## config.mk

```make
export PLATFORM = sky130hd
export DESIGN_NAME = mc_ctrl_fsm
export DESIGN_NICKNAME = d
export VERILOG_FILES = /design/src/rtl/mc_ctrl_fsm.sv
export SDC_FILE = /design/constraint.sdc
export NUM_CORES = 1
export LEC_CHECK = 0
export CORE_ASPECT_RATIO = 0.8
export CORE_MARGIN = 2
export CORE_UTILIZATION = 62
export CTS_CLUSTER_DIAMETER = 40
export CTS_CLUSTER_SIZE = 16
export DETAILED_ROUTE_END_ITERATION = 12
export DONT_BUFFER_PORTS = 1
export PLACE_DENSITY = 0.79
export SETUP_SLACK_MARGIN = 0.02
export SLEW_MARGIN = 10
export SYNTH_ARGS = -nofsm -noshare
export SYNTH_HDL_FRONTEND = slang
export SYNTH_SLANG_ARGS = --single-unit
```

## constraint.sdc

```tcl
create_clock -name clk_i -period 2.5 [get_ports clk_i]
set_input_delay 0.5 -clock clk_i [delete_from_list [all_inputs] [get_ports clk_i]]
set_output_delay 0.5 -clock clk_i [all_outputs]
set_load 0.02 [all_outputs]
```

## src/rtl/mc_ctrl_fsm.sv

```systemverilog
// Multi-cycle control sequencer: FETCH/DECODE/EXEC/WB/BRANCH/HALT with run control and a
// retirement counter. Optional single-step PAUSE state enabled by MC_CTRL_SINGLE_STEP_EN.
module mc_ctrl_fsm (
    input  logic        clk_i,
    input  logic        rst_i,
    input  logic        run_i,
`ifdef MC_CTRL_SINGLE_STEP_EN
    input  logic        step_i,
`endif
    input  logic [5:0]  instr_op_i,
    input  logic        alu_zero_i,
    output logic        pc_write_o,
    output logic        ir_write_o,
    output logic        reg_write_o,
    output logic        reg_dst_o,
    output logic        alu_src_a_o,
    output logic [1:0]  alu_src_b_o,
    output logic [2:0]  alu_op_o,
    output logic        pc_src_o,
    output logic [2:0]  state_o,
    output logic        busy_o,
    output logic        halted_o,
    output logic [31:0] retire_cnt_o
);

    typedef enum logic [2:0] {
        StIdle   = 3'd0,
        StFetch  = 3'd1,
        StDecode = 3'd2,
        StExec   = 3'd3,
        StWb     = 3'd4,
        StBranch = 3'd5,
        StHalt   = 3'd6,
        StPause  = 3'd7
    } state_e;

    localparam logic [5:0] OpRtype = 6'b000000;
    localparam logic [5:0] OpAddi  = 6'b001000;
    localparam logic [5:0] OpSlti  = 6'b001010;
    localparam logic [5:0] OpBeq   = 6'b000100;
    localparam logic [5:0] OpHalt  = 6'b111111;

    state_e      state_q, state_d;
    logic [5:0]  op_q, op_d;
    logic [31:0] retire_cnt_q, retire_cnt_d;
    logic        retire;
    state_e      boundary_st;

    always_ff @(posedge clk_i or negedge rst_i) begin
        if (!rst_i) begin
            state_q      <= StIdle;
            op_q         <= 6'd0;
            retire_cnt_q <= 32'd0;
        end else begin
            state_q      <= state_d;
            op_q         <= op_d;
            retire_cnt_q <= retire_cnt_d;
        end
    end

    // Where a retiring state goes next.
    always_comb begin
        boundary_st = StIdle;
        if (run_i) begin
`ifdef MC_CTRL_SINGLE_STEP_EN
            boundary_st = StPause;
`else
            boundary_st = StFetch;
`endif
        end
    end

    always_comb begin
        state_d = state_q;
        op_d    = op_q;
        retire  = 1'b0;
        unique case (state_q)
            StIdle:   if (run_i) state_d = StFetch;
            StFetch:  state_d = StDecode;
            StDecode: begin
                op_d = instr_op_i;
                case (instr_op_i)
                    OpRtype, OpAddi, OpSlti: state_d = StExec;
                    OpBeq:                   state_d = StBranch;
                    OpHalt:                  state_d = StHalt;
                    default: begin
                        retire  = 1'b1;
                        state_d = boundary_st;
                    end
                endcase
            end
            StExec:   state_d = StWb;
            StWb, StBranch: begin
                retire  = 1'b1;
                state_d = boundary_st;
            end
            StHalt:   if (!run_i) state_d = StIdle;
            StPause: begin
`ifdef MC_CTRL_SINGLE_STEP_EN
                if (!run_i) begin
                    state_d = StIdle;
                end else if (step_i) begin
                    state_d = StFetch;
                end
`else
                state_d = StIdle;
`endif
            end
        endcase
        retire_cnt_d = retire ? retire_cnt_q + 32'd1 : retire_cnt_q;
    end

    always_comb begin
        pc_write_o  = 1'b0;
        ir_write_o  = 1'b0;
        reg_write_o = 1'b0;
        reg_dst_o   = 1'b0;
        alu_src_a_o = 1'b0;
        alu_src_b_o = 2'b00;
        alu_op_o    = 3'b000;
        pc_src_o    = 1'b0;
        busy_o      = 1'b0;
        halted_o    = 1'b0;
        unique case (state_q)
            StIdle: ;
            StFetch: begin
                ir_write_o  = 1'b1;
                pc_write_o  = 1'b1;
                alu_src_b_o = 2'b01;
                busy_o      = 1'b1;
            end
            StDecode: begin
                alu_src_b_o = 2'b11;
                busy_o      = 1'b1;
            end
            StExec, StWb: begin
                // WB keeps the EXEC operand/op selection so the ALU result stays stable.
                alu_src_a_o = 1'b1;
                busy_o      = 1'b1;
                case (op_q)
                    OpRtype: begin
                        alu_src_b_o = 2'b00;
                        alu_op_o    = 3'b010;
                    end
                    OpAddi: begin
                        alu_src_b_o = 2'b10;
                        alu_op_o    = 3'b000;
                    end
                    OpSlti: begin
                        alu_src_b_o = 2'b10;
                        alu_op_o    = 3'b011;
                    end
                    default: ;
                endcase
                if (state_q == StWb) begin
                    reg_write_o = 1'b1;
                    reg_dst_o   = (op_q == OpRtype);
                end
            end
            StBranch: begin
                pc_write_o  = alu_zero_i;
                alu_src_a_o = 1'b1;
                alu_src_b_o = 2'b00;
                alu_op_o    = 3'b001;
                pc_src_o    = 1'b1;
                busy_o      = 1'b1;
            end
            StHalt:   halted_o = 1'b1;
            StPause:  busy_o   = 1'b1;
        endcase
    end

    assign state_o      = state_q;
    assign retire_cnt_o = retire_cnt_q;

endmodule
```

# Word-level counts from Yosys, hierarchy flattened
# Cells that the tools add are included.
[word_totals]
reg_bits = 41
output_inout_bits = 48
input_bits = 10
[classes]
n_reduce_logical = 11
add_sub_neg = 1
n_mux = 21
eq_ne = 15
[op_table]
columns = ["op", "count"]
rows = [
  ["32-bit by 1-bit adder with 32-bit output, second input constant", 1],
  ["6-bit by 4-bit equality test with 1-bit output, second input constant", 4],
  ["3-bit case mux with 7 select lines", 1],
  ["3-bit equality test, second input constant", 4],
  ["6-bit logical NOT", 2],
  ["1-bit 2-to-1 mux", 11],
  ["3-bit case mux with 3 select lines", 1],
  ["2-bit case mux with 2 select lines", 2],
  ["3-bit by 2-bit equality test with 1-bit output, second input constant", 2],
  ["6-bit by 3-bit equality test with 1-bit output, second input constant", 1],
  ["6-bit equality test, second input constant", 1],
  ["3-bit 2-to-1 mux", 2],
  ["2-bit case mux with 3 select lines", 1],
  ["2-bit OR reduction", 3],
  ["3-bit OR reduction", 2],
  ["6-bit OR reduction", 1],
  ["5-bit OR reduction", 1],
  ["2-bit != test, second input constant", 2],
  ["1-bit case mux with 2 select lines", 2],
  ["3-bit by 1-bit equality test with 1-bit output, second input constant", 1],
  ["3-bit logical NOT", 1],
  ["2-bit 2-to-1 mux", 1],
  ["2-bit AND reduction", 1],
]

# Longest topological paths before layout
[depth]
ltp_word = 4
depth_mapped = 7
ltp_nobuf = 5

# Worst setup path after synthesis
# Ideal clock, no wire load.
[synth_timing]
path_type = "reg-to-output"
start = "register state_q[2] (netlist: state_o[2])"
end = "output alu_op_o[0]"
path_slack_ns = 0.395
path_stages_with_launch = 5
t_arrival_ns = 1.605
path_cell_list = "dfrtp_1 > clkbuf_1 > nand3b_1 > nand2_1 > a21boi_0"
[synth_via]
elab_chain_cells = 3
elab_cells_between_ends = 5
cone_classes = "3 x eq/ne; 1 x mux; 1 x reduce/logical"
[synth_rtl]
columns = ["element", "line", "text"]
rows = [
  ["start, declared", "43", "state_e state_q, state_d;"],
  ["start signal, assigned", "51", "state_q <= StIdle;"],
  ["start signal, assigned", "55", "state_q <= state_d;"],
  ["3-bit equality test / 3-bit by 2-bit equality test with 1-bit output (equally long branches)", "124", "unique case (state_q)"],
  ["2-bit OR reduction", "124", ""],
  ["2-bit case mux with 2 select lines *", "124", ""],
  ["end, declared", "18", "output logic [2:0] alu_op_o,"],
]
# Mark *: on every way between the ends. The rest lies on a longest branch, timed or not.

# Final worst setup path
[layout_timing]
start = "register op_q[0]"
end = "output reg_dst_o"
[layout_via]
elab_chain_cells = 3
[layout_rtl]
columns = ["element", "line", "text"]
rows = [
  ["start, declared", "44", "logic [5:0] op_q, op_d;"],
  ["start signal, assigned", "56", "op_q <= op_d;"],
  ["6-bit logical NOT", "157", "reg_dst_o = (op_q == OpRtype);"],
  ["1-bit 2-to-1 mux", "155", "if (state_q == StWb) begin"],
  ["1-bit 2-to-1 mux", "124", ""],
  ["end, declared", "15", "output logic reg_dst_o,"],
]
# Every way passes these cells.

==> parameters.txt <==
Parameter                              Value

Routing
  Mean number of vias per cell    6.18
  Total DRC errors in the routed layout    0
  Antenna violation net count after detailed routing    0
  Routed Wire Length    4.64 mm
  Vias after detailed routing    1674
  Wirelength per Cell    17.1 um
  Number of design-rule violations left by the first detailed-router iteration    101
  First-pass iteration count of the detailed router    4

Setup path
  Slack of the worst reg-to-reg path    0.27 ns
  Reg2reg start    retire_cnt_o[13]$_DFFE_PN0P_
  Classification of the worst setup path    register to output pin
  Largest fanout of any net on the critical path    3
  Timing startpoint of the critical path    op_q[0]$_DFFE_PN0P_
  Type of element capturing the critical path    output pin
  Crit path capture    reg_dst_o
  Cell depth of the worst flop-to-flop path    5
  Arrival time at the worst endpoint    1.76 ns
  Capturing point of the worst reg2reg path    retire_cnt_o[24]$_DFFE_PN0P_
  Worst setup SP type    register
  Critical path required time    2.00 ns

Synthesis
  Synth Area per Inst    9.85 um2
  Count of warnings emitted by yosys    0
  Proportion of synthesized flip-flops having asynchronous set or reset    100%
  Mapped cell area    2150 um2
  Sequential-to-total area share from yosys stat    47.8%
  Post-Synthesis Cells    218
  Net Count, Synth    229
  Number of flip-flops and latches in the synthesized netlist    41
  Yosys cell types    38
  Predominant post-synthesis flop cell    sky130_fd_sc_hd__dfrtp_1
  Number of synthesized flops with an enable pin    0

Global routing
  Total global routing overflow    0
  First-pass GRT wire length    7.67 mm
  Number of global-route vias before repair    1685
  All-layer global routing usage    24.6%
  Number of antenna violations at the first check in global routing    0
  Maximum number of pins on one net before global-route repair    42

Placed design
  Placed cell areas    2240 um2
  Last weighted congestion value of the routability-driven placer    0.864
  Half-perimeter wire length of the detailed placement result    3.36 mm
  Buffers on Ports    0
  Pre-CTS worst setup slack    0.271 ns

Clocking
  TritonCTS clock tree    built
  Number of buffers created by CTS    5
  Clock slew at reported path FFs    0.08 ns
  Post-CTS setup buffer count    0
  Deepest level of the CTS H-tree    2
  Number of sinks driven by the clock tree    41
  Clock latency of the later-clocked register in the worst-skew pair    0.29 ns
  Maximum clock insertion buffer count    2
  Cell at the root of the clock tree    sky130_fd_sc_hd__clkbuf_8

Finish
  Number of diodes    0
  Fill cell total of the finished layout    260
  Total non-filler cell area in the finished layout    2380 um2
  Count of nets after finishing    239
  Area added between synthesis and finish    10.9%
  Share of final-layout standard cells stronger than drive strength 1    13.5%
  Final core utilization    70.5%

Floorplan
  Floorplan die height    56.6 um
  Row cnt    19
  Die Footprint    3950 um2
  I/O pin count    58
  Die width    69.8 um
  Initial core utilization    63.6%
  Core area    3380 um2

Timing
  Setup TNS after final layout    0 ns
  Post-Route Skew    0.0128 ns
  Max-slew violations    0
  RSZ-0062 raised after global routing    false
  Maximum operating frequency    442 MHz
  Crit path setup slack, layout    0.236 ns
  Total count of hold-check failures in the final report    0
  Share of the clock period used by the worst path    90.5%
  Period minus WS final    2.26 ns
  Number of failing setup endpoints in the final timing report    0

Run status
  Result of the run    completed

Pwr
  Switching part of the total power    39.5%
  Part of the power in combinational logic    33.0%
  Power dissipated by switching net loads    875 uW
  Proportion of power drawn by flip-flops and latches    42.4%
  Internal power    1.34 mW
  Overall power    2.22 mW
  Part of the total power dissipated in the clock network    24.6%
  Leakage dissipation    0.947 nW
  Pwr dens    930 nW/um2
  Max rail drop VDD    0.000586 V

Worst hold path
  Hold Crit Class    primary input to asynchronous set/reset pin

Job
  Maximum capacitance violations    0
-- through the flow --
stage / cells / hold WS [ns]
finish: 271 / 0.0449
global route: 271 / 0.0531
CTS: 271 / 0.0437
detailed placement: 262 / 0.206
global placement: 262 / 0.206
floorplan: 218 / 0.204
-- layout by cell type (no fill, tap or decap), types with 2 or more instances in the layout --
cell                        n
sky130_fd_sc_hd__dfrtp_1   41
sky130_fd_sc_hd__nand2_1   37
sky130_fd_sc_hd__xor2_1    18
sky130_fd_sc_hd__nand4_1   15
sky130_fd_sc_hd__xnor2_1   14
sky130_fd_sc_hd__buf_4     12
sky130_fd_sc_hd__nor3_1    10
sky130_fd_sc_hd__nand3_1    8
sky130_fd_sc_hd__nor4_2     8
sky130_fd_sc_hd__and3_1     7
sky130_fd_sc_hd__clkbuf_8   6
sky130_fd_sc_hd__nand2b_1   5
sky130_fd_sc_hd__nor2_1     5
sky130_fd_sc_hd__o21ai_0    5
sky130_fd_sc_hd__inv_1      5
sky130_fd_sc_hd__nor4_1     4
sky130_fd_sc_hd__nor2b_1    4
sky130_fd_sc_hd__nand3b_1   2
sky130_fd_sc_hd__a21oi_1    2
sky130_fd_sc_hd__or3_1      2
sky130_fd_sc_hd__nand4b_1   2
-- flip-flops by register name, indices dropped and copies added (netlist names) --
name          count
op_q              6
retire_cnt_o     32
state_o           3
-- worst min-delay path by stage --
stage | end | slack [ns] | cells past startpoint
detailed placement | op_q[3]$_DFFE_PN0P_ | 0.21 | 0
finish | retire_cnt_o[17]$_DFFE_PN0P_ | 0.04 | 1
global placement | op_q[3]$_DFFE_PN0P_ | 0.21 | 0
CTS | retire_cnt_o[27]$_DFFE_PN0P_ | 0.04 | 1
global route | retire_cnt_o[25]$_DFFE_PN0P_ | 0.05 | 1
floorplan | op_q[0]$_DFFE_PN0P_ | 0.20 | 0
-- power by group through the flow --
stage	registers (mW)	clock network, mW	logic (mW)
global placement	0.937	0	0.685
floorplan	0.936	0	0.543
detailed placement	0.948	0	0.711
CTS	0.934	0.552	0.734
finish	0.939	0.545	0.732
global route	0.957	0.579	0.796
-- synthesized netlist by cell type (2+ instances only) --
master / count / share of area (%)
sky130_fd_sc_hd__and3_1: 7 / 2.0
sky130_fd_sc_hd__nand4b_1: 2 / 0.82
sky130_fd_sc_hd__nor2b_1: 4 / 1.2
sky130_fd_sc_hd__nand2b_1: 5 / 1.5
sky130_fd_sc_hd__or3_1: 2 / 0.58
sky130_fd_sc_hd__buf_2: 3 / 0.70
sky130_fd_sc_hd__o21ai_0: 5 / 1.2
sky130_fd_sc_hd__clkbuf_1: 4 / 0.70
sky130_fd_sc_hd__nand3_1: 8 / 1.9
sky130_fd_sc_hd__nor3_1: 10 / 2.3
sky130_fd_sc_hd__nand3b_1: 2 / 0.70
sky130_fd_sc_hd__xor2_1: 18 / 7.3
sky130_fd_sc_hd__inv_1: 5 / 0.87
sky130_fd_sc_hd__xnor2_1: 14 / 5.7
sky130_fd_sc_hd__dfrtp_1: 41 / 48
sky130_fd_sc_hd__nand2_1: 37 / 6.5
sky130_fd_sc_hd__nor2_1: 5 / 0.87
sky130_fd_sc_hd__a21oi_1: 2 / 0.47
sky130_fd_sc_hd__nand4_1: 15 / 4.4
sky130_fd_sc_hd__nor4_2: 8 / 4.7
sky130_fd_sc_hd__nor4_1: 4 / 1.2
-- logic make-up after synthesis --
| logic type | after synthesis | share of synthesized area [%] |
|---|---|---|
| AOI/OAI and AO/OA | 12 | 3.67 |
| xor gates and xnor gates | 32 | 13.1 |
| adders and majority gates | 1 | 0.583 |
| buffers and inverters | 15 | 3.32 |
| DFF | 41 | 47.8 |
| other | 1 | 0.175 |
| and+or+nand+nor | 116 | 31.4 |
-- critical path, cell delays in order, from the launching register on --
cell	delay, ns
sky130_fd_sc_hd__dfrtp_1	0.39
sky130_fd_sc_hd__or4_1	0.58
sky130_fd_sc_hd__nor4_1	0.31
sky130_fd_sc_hd__buf_4	0.20
-- area by class of cell --
class / count / area [um2] / area share (%)
Multi-Input combinational cell: 162 / 1060 / 44.4
Sequential cell: 41 / 1030 / 43.1
Timing Repair Buffer: 13 / 110 / 4.62
Clock buffer: 7 / 86.3 / 3.63
Tap cell: 42 / 52.6 / 2.21
Clock inverter: 1 / 30.0 / 1.26
Inverter: 5 / 18.8 / 0.788
-- timing repair --
item / CTS / global route
resized for setup: 0 / 0
endpoints found under the hold margin: 41 / 0
hold buffers: 1 / 0
-- per-layer routing --
| layer | part of all wire (%) | vias up | wire, um | global-route usage [%] |
|---|---|---|---|---|
| met1 | 41 | 825 | 1910 | 30.8 |
| met4 | 1.5 | 0 | 69 | 9.89 |
| met3 | 6.7 | 8 | 313 | 6.46 |
| met2 | 51 | 59 | 2350 | 41.0 |
| li1 | - | 782 | - | - |
| met5 | 0 | - | 0 | 0 |
(Power assumes the default switching activity.)
